<file path="config.mk">
export PLATFORM = sky130hd
export DESIGN_NAME = psum_out_packer
export DESIGN_NICKNAME = d
export VERILOG_FILES = /design/src/rtl/psum_pkg.sv /design/src/rtl/psum_pack_fifo.sv /design/src/rtl/psum_out_packer.sv
export SDC_FILE = /design/constraint.sdc
export NUM_CORES = 1
export LEC_CHECK = 0
export CAP_MARGIN = 15
export CORE_UTILIZATION = 60
export DETAILED_ROUTE_END_ITERATION = 16
export DONT_BUFFER_PORTS = 1
export GPL_TIMING_DRIVEN = 0
export PLACE_DENSITY = 0.83
export SYNTH_ARGS = -nofsm -noshare
export SYNTH_HDL_FRONTEND = slang
export SYNTH_SLANG_ARGS = --single-unit
</file>
<file path="constraint.sdc">
create_clock -name clk -period 8.67 [get_ports clk]
set_input_delay 0.867 -clock clk [delete_from_list [all_inputs] [get_ports clk]]
set_output_delay 0.867 -clock clk [all_outputs]
set_load 0.02 [all_outputs]
</file>
<file path="src/rtl/psum_pkg.sv">
// Shared definitions for the partial-sum output packer.
//   DATA_W_DEF / OUT_W_DEF / PACK_DEF / QDEPTH_DEF / ROWLEN_W_DEF : default widths and depths
//   WORD_W    : packed output word width (PACK_DEF * OUT_W_DEF)
//   q_entry_t : one output-queue entry {last, data}
package psum_pkg;

    localparam int DATA_W_DEF   = 25;
    localparam int OUT_W_DEF    = 8;
    localparam int PACK_DEF     = 4;
    localparam int QDEPTH_DEF   = 4;
    localparam int ROWLEN_W_DEF = 8;
    localparam int WORD_W       = PACK_DEF * OUT_W_DEF;

    typedef struct packed {
        logic              last;
        logic [WORD_W-1:0] data;
    } q_entry_t;

endpackage

</file>
<file path="src/rtl/psum_pack_fifo.sv">
// Show-ahead synchronous FIFO holding packed output words.
//   clk, rst_n  : clock, asynchronous active-low reset
//   push        : request to write push_data
//   push_data   : entry to write
//   pop_ready   : downstream ready; a pop happens when the FIFO is not empty
//   head        : entry at the read pointer (valid while !empty)
//   empty       : no entries held
//   count_next  : occupancy after this cycle's push/pop
//   drop        : push refused because the FIFO is full and nothing pops
module psum_pack_fifo #(
    parameter int WIDTH  = 33,
    parameter int QDEPTH = 4
) (
    input  logic                     clk,
    input  logic                     rst_n,
    input  logic                     push,
    input  logic [WIDTH-1:0]         push_data,
    input  logic                     pop_ready,
    output logic [WIDTH-1:0]         head,
    output logic                     empty,
    output logic [$clog2(QDEPTH):0]  count_next,
    output logic                     drop
);

    localparam int PW = $clog2(QDEPTH);
    localparam int CW = PW + 1;

    logic [WIDTH-1:0] mem [QDEPTH];
    logic [PW-1:0]    rd_ptr;
    logic [PW-1:0]    wr_ptr;
    logic [CW-1:0]    count;
    logic             full;
    logic             pop;
    logic             wr_en;

    assign empty = (count == '0);
    assign full  = (count == CW'(QDEPTH));
    assign pop   = !empty && pop_ready;
    // A full queue still accepts a word when the head leaves in the same cycle.
    assign wr_en = push && (!full || pop);
    assign drop  = push && full && !pop;
    assign head  = mem[rd_ptr];

    assign count_next = count + CW'(wr_en) - CW'(pop);

    // queue storage stage
    always_ff @(posedge clk or negedge rst_n) begin
        if (!rst_n) begin
            for (int i = 0; i < QDEPTH; i++) begin
                mem[i] <= '0;
            end
            rd_ptr <= '0;
            wr_ptr <= '0;
            count  <= '0;
        end else begin
            if (wr_en) begin
                mem[wr_ptr] <= push_data;
                wr_ptr      <= wr_ptr + PW'(1);
            end
            if (pop) begin
                rd_ptr <= rd_ptr + PW'(1);
            end
            count <= count_next;
        end
    end

endmodule

</file>
<file path="src/rtl/psum_out_packer.sv">
// Requantizes ReLU'd partial sums to 8-bit, packs PACK results per word
// (little-endian, last word of a row zero-padded) and queues the words for
// the output-feature-map writer.
//   clk, rst_n  : clock, asynchronous active-low reset
//   stall       : global array stall; in_valid ignored while high
//   in_valid    : in_data valid
//   in_data     : ReLU'd partial sum
//   cfg_shift   : requantization right-shift
//   cfg_rowlen  : results per row (0 treated as 1), sampled at row start
//   out_valid   : a queued word is presented
//   out_ready   : downstream accepts the presented word
//   out_data    : packed word, result k at [k*OUT_W +: OUT_W]
//   out_last    : word closes its row
//   stall_req   : request to freeze the array before the queue overflows
//   ovf_err     : sticky, a completed word was dropped
module psum_out_packer
    import psum_pkg::*;
#(
    parameter int DATA_W   = DATA_W_DEF,
    parameter int OUT_W    = OUT_W_DEF,
    parameter int PACK     = PACK_DEF,
    parameter int QDEPTH   = QDEPTH_DEF,
    parameter int ROWLEN_W = ROWLEN_W_DEF
) (
    input  logic                  clk,
    input  logic                  rst_n,
    input  logic                  stall,
    input  logic                  in_valid,
    input  logic [DATA_W-1:0]     in_data,
    input  logic [4:0]            cfg_shift,
    input  logic [ROWLEN_W-1:0]   cfg_rowlen,
    output logic                  out_valid,
    input  logic                  out_ready,
    output logic [PACK*OUT_W-1:0] out_data,
    output logic                  out_last,
    output logic                  stall_req,
    output logic                  ovf_err
);

    localparam int WW = PACK * OUT_W;
    localparam int LW = (PACK > 1) ? $clog2(PACK) : 1;
    localparam int CW = $clog2(QDEPTH) + 1;

    // Round half up, then shift; kept at DATA_W+1 bits so the rounding carry survives.
    function automatic logic [DATA_W:0] round_shift(input logic [DATA_W-1:0] d,
                                                    input logic [4:0] sh);
        logic [DATA_W:0] rnd;
        rnd = '0;
        if (sh != 5'd0) begin
            rnd = (DATA_W+1)'(1) << (sh - 5'd1);
        end
        return ({1'b0, d} + rnd) >> sh;
    endfunction

    function automatic logic [OUT_W-1:0] saturate(input logic [DATA_W:0] r);
        if (r > (DATA_W+1)'((1 << OUT_W) - 1)) begin
            return '1;
        end
        return r[OUT_W-1:0];
    endfunction

    function automatic logic [ROWLEN_W-1:0] rowlen_eff(input logic [ROWLEN_W-1:0] len);
        return (len == '0) ? ROWLEN_W'(1) : len;
    endfunction

    logic                           acc;
    logic [OUT_W-1:0]               q;
    logic [LW-1:0]                  lane_q;
    logic [ROWLEN_W-1:0]            row_q;
    logic [ROWLEN_W-1:0]            rowlen_q;
    logic [ROWLEN_W-1:0]            rowlen_cur;
    logic [PACK-1:0][OUT_W-1:0]     pack_q;
    logic [PACK-1:0][OUT_W-1:0]     word;
    logic                           eor;
    logic                           lane_last;
    logic                           push;
    logic [WW:0]                    head;
    logic                           empty;
    logic [CW-1:0]                  count_next;
    logic                           drop;

    assign acc = in_valid && !stall;
    // A negative input (MSB set) is clamped to zero regardless of shift.
    assign q   = in_data[DATA_W-1] ? '0 : saturate(round_shift(in_data, cfg_shift));

    // The first result of a row uses the live cfg_rowlen; later ones use the latched copy.
    assign rowlen_cur = (row_q == '0) ? rowlen_eff(cfg_rowlen) : rowlen_q;
    assign eor        = (row_q == rowlen_cur - ROWLEN_W'(1));
    assign lane_last  = (lane_q == LW'(PACK - 1));
    assign push       = acc && (eor || lane_last);

    // Lanes above the current one are already zero because the register clears on push.
    always_comb begin
        word         = pack_q;
        word[lane_q] = q;
    end

    // pack / row stage
    always_ff @(posedge clk or negedge rst_n) begin
        if (!rst_n) begin
            lane_q    <= '0;
            row_q     <= '0;
            rowlen_q  <= '0;
            pack_q    <= '0;
            stall_req <= 1'b0;
            ovf_err   <= 1'b0;
        end else begin
            if (acc) begin
                if (row_q == '0) begin
                    rowlen_q <= rowlen_eff(cfg_rowlen);
                end
                if (push) begin
                    pack_q <= '0;
                    lane_q <= '0;
                end else begin
                    pack_q[lane_q] <= q;
                    lane_q         <= lane_q + LW'(1);
                end
                row_q <= eor ? '0 : row_q + ROWLEN_W'(1);
            end
            // One slot stays free for the word that completes while the stall lands.
            stall_req <= (count_next >= CW'(QDEPTH - 1));
            if (drop) begin
                ovf_err <= 1'b1;
            end
        end
    end

    // output queue stage
    psum_pack_fifo #(
        .WIDTH  (WW + 1),
        .QDEPTH (QDEPTH)
    ) u_fifo (
        .clk        (clk),
        .rst_n      (rst_n),
        .push       (push),
        .push_data  ({eor, word}),
        .pop_ready  (out_ready),
        .head       (head),
        .empty      (empty),
        .count_next (count_next),
        .drop       (drop)
    );

    assign out_valid = !empty;
    assign out_last  = head[WW];
    assign out_data  = head[WW-1:0];

endmodule

</file>
==> results.cfg <==
[run_status]
status = complete, no violations

[sta]
max_freq_ghz = 0.141
finalClockSkew_ns = 0.00833
timing.final.max_slew_violations = 0
rsz0062_at_grt = no
finalSetupViolCount = 0
slew-limit-headroom_pct = 26.6
final.setup.tns_ns = 0
finalCritPeriodShare_pct = 81.8
fin_crit_ns = 7.09
worst_slew_pin_slew_ns = 1.10
final_hold_viol_count = 0

[yosys]
synth_top_area_cell = dfrtp_1
synthesis.nets = 1519
syn_avg_cell_area_um2 = 8.78
yosys_most_used_dff = dfrtp_1
synth_area_leaders = dfrtp_1, o21ai_0, a21oi_1, mux4_2, nor2_1
synthCells = 1436
ys_seq_area_share_pct = 37.9
synth_cell_types = 92
synth_top_area_share_pct = 37.9
async_flop_share_pct = 100
ys_ff_latch = 191
syn_area_mm2 = 0.0126
synth_edf_count = 0
synth_warnings = 0

[critical_path]
crit_path_top_delay_cell = nor2_1
critPathKind = input port to register
worstPathMaxFanout = 10
crit_path_start = cfg_shift[3]
worstReg2RegStart = row_q[0]
max_stage_delay_ns = 0.86
end_kind = register
worstPathCellList = clkbuf_1 -> clkinv_1 -> nor2_1 -> nand2_1 -> nor2_1 -> ha_1 -> buf_2 -> a21oi_1 -> o21ai_0 -> a21oi_1 -> a32o_1 -> xor2_2 -> a22oi_1 -> a221oi_1 -> inv_1 -> o221ai_2 -> o2111ai_4 -> nor2_1 -> clkbuf_2 -> o21ai_0
start_kind = input port
cp.arrival_ns = 7.40
cp_common_cell = nor2_1
cp.required_ns = 8.98
critPathTopFamily = compound AO/OA/AOI/OAI gates
critPathBufInv = 5

[floorplanning]
die_area_mm2 = 0.0216
die_h_um = 147
start_util_pct = 61.7
io_pins = 79
core.rowCount = 52
die_x_um = 147
core-area_mm2 = 0.0204

[clock_network]
ctsResizeCount = 0
clock-sinks = 191
clockBufferDepth = 2
cts_hold_buf = 0
cts_setup_buffers = 0
root_buffer = clkbuf_16
cts_buffers = 17
htreeDepth = 4
clkLatencyLatePin_ns = 0.45
clk_pin_slew_ns = 0.07
cts_tree = built

[pwr]
ir_worst_vdd_uv = 156
p_sw_mw = 1.31
combPwrFrac_pct = 37.5
power_density_mw_per_mm2 = 251
seqPwrFrac_pct = 39.2
p_total_mw = 3.40
power.leakage_nw = 5.73
p_sw_share_pct = 38.5
intPower_mw = 2.09
clockPowerShare_pct = 23.3

[route]
post_drt_wl_per_cell_um = 21.8
drtPass1Iterations = 6
first_iter_violations = 1620
routed_wl_um = 37900
vias = 11860
route.detailed.drc = 0
drtAntennaViolNets = 0
routed_via_density = 6.82

[cells_and_area]
fillCellCount = 1649
utilization_pct = 66.3
final_nets = 1538
drive_above_1_share_pct = 11.6
n_antenna_cell = 0
area_delta_synth_final_pct = 7.33

[global_route]
grt.total_usage_pct = 36.0
antenna_found_initial = 0
grt_pass1_vias = 11373
grt_pass1_wl_um = 60700
grt_max_degree = 192
grt_overflow = 0

[placed_design]
place_congestion = 1.04
dp_hpwl_um = 26500
port_buffers = 0

[flow_run]
drv_cap = 0

[min_path]
hp-class = input port to async pin
==> layout make-up <==
| type | count | area (um^2) | area share, % |
|---|---|---|---|
| well taps | 270 | 338 | 2.50 |
| plain buffers | 89 | 452 | 3.34 |
| inverters | 21 | 78.8 | 0.582 |
| clock buffers | 18 | 439 | 3.24 |
| clock inverters | 14 | 148 | 1.09 |
| flip-flops and latches | 191 | 4780 | 35.3 |
| multi-input cells | 1135 | 7300 | 54.0 |
==> worst register-to-register path: stages (launching register included) <==
cell and delay [ns]:
dfrtp_1 0.43, inv_1 0.10, ha_1 0.16, nor3b_1 0.38
a21boi_0 0.22, a21oi_1 0.30, ha_1 0.23, and2_1 0.18
a31oi_1 0.11, a2111oi_0 0.45, o2111a_1 0.32, buf_4 0.19
o21ai_2 0.08, buf_2 0.24, nor2_2 0.29, and2_1 0.33
nand2_1 0.32, o21ai_0 0.27
==> metal layers <==
metal	GRT usage (%)	wire length, um
met1	50.0	15100
met2	55.0	17000
met3	7.76	4490
met4	15.0	1350
met5	0	0
==> metrics by stage <==
step	area (um^2)	hold slack (ns)	worst slack, ns	cells
2_1_floorplan	12600	0.444	3.26	1436
3_3_place_gp	13000	0.464	1.56	1706
3_5_place_dp	13000	0.471	1.51	1706
4_1_cts	13500	0.108	1.95	1738
5_1_grt	13500	0.103	1.18	1738
6_report	13500	0.112	1.58	1738
==> power groups by stage <==
stage	sequential, mW	combinational, mW	clock (mW)
after global routing	1.36	1.40	0.823
after global placement	1.32	1.21	0
after detailed placement	1.34	1.26	0
final	1.33	1.28	0.791
after CTS	1.33	1.26	0.789
after floorplan	1.29	1.00	0
==> path summary, 6_finish.rpt <==
path                                    to  slack [ns]  cells past startpoint
max                        u_fifo.mem[124]        1.58                     20
min                            rowlen_q[6]        0.11                      0
max in group asynchronous   u_fifo.mem[25]        8.31                      0
min in group clk                pack_q[23]        0.48                      2
min reg2reg                     pack_q[23]        0.48                      2
max reg2reg                 u_fifo.mem[77]        3.96                     17
==> cells by family after synthesis <==
logic type / share of synthesized area (%)
simple gates: 17.3
xor+xnor: 2.49
fa+ha+maj: 4.09
flops: 37.9
mux: 9.40
buf+inv: 4.21
compound gates: 24.6
==> registers in the layout, indices dropped and copies added, names as in the netlist <==
register and cells:
u_fifo.wr_ptr 2, ovf_err 1, u_fifo.count 3, rowlen_q 8, lane_q 2, pack_q 32
stall_req 1, row_q 8, u_fifo.rd_ptr 2, u_fifo.mem 132
==> Yosys cell counts (6+ instances only) <==
cell type  number
nor2_1        210
or3_1           6
o21ai_1        18
a21oi_1       179
o211ai_1       18
buf_2          35
buf_6           8
xnor2_1        19
o21ai_0       183
and3_1         11
nand2_1       111
nand4_1        10
a31o_2          6
and2_1         20
nand2b_1       39
mux2i_1        17
mux2_2         12
mux4_2         38
clkbuf_1       36
ha_1           38
nor2b_1         9
nor3_1         19
nand3_1        13
dfrtp_1       191
o21a_1         11
inv_1          19
a31oi_1         7
a21o_1          9
xor2_1         15
==> cells in the final DEF (no fill, tap or decap), types with 10 or more instances in the layout <==
cell type | Yosys | final
a21oi_1 | 179 | 179
and2_1 | 20 | 20
and3_1 | 11 | 11
buf_2 | 35 | 35
clkbuf_1 | 36 | 36
clkbuf_16 | 0 | 17
dfrtp_1 | 191 | 191
ha_1 | 38 | 38
inv_1 | 19 | 19
mux2_2 | 12 | 12
mux2i_1 | 17 | 17
mux4_2 | 38 | 38
nand2_1 | 111 | 111
nand2b_1 | 39 | 39
nand3_1 | 13 | 13
nand4_1 | 10 | 10
nor2_1 | 210 | 210
nor3_1 | 19 | 19
o211ai_1 | 18 | 18
o21a_1 | 11 | 11
o21ai_0 | 183 | 183
o21ai_1 | 18 | 18
xnor2_1 | 19 | 19
xor2_1 | 15 | 15
Power figures use the tool's default switching activity.
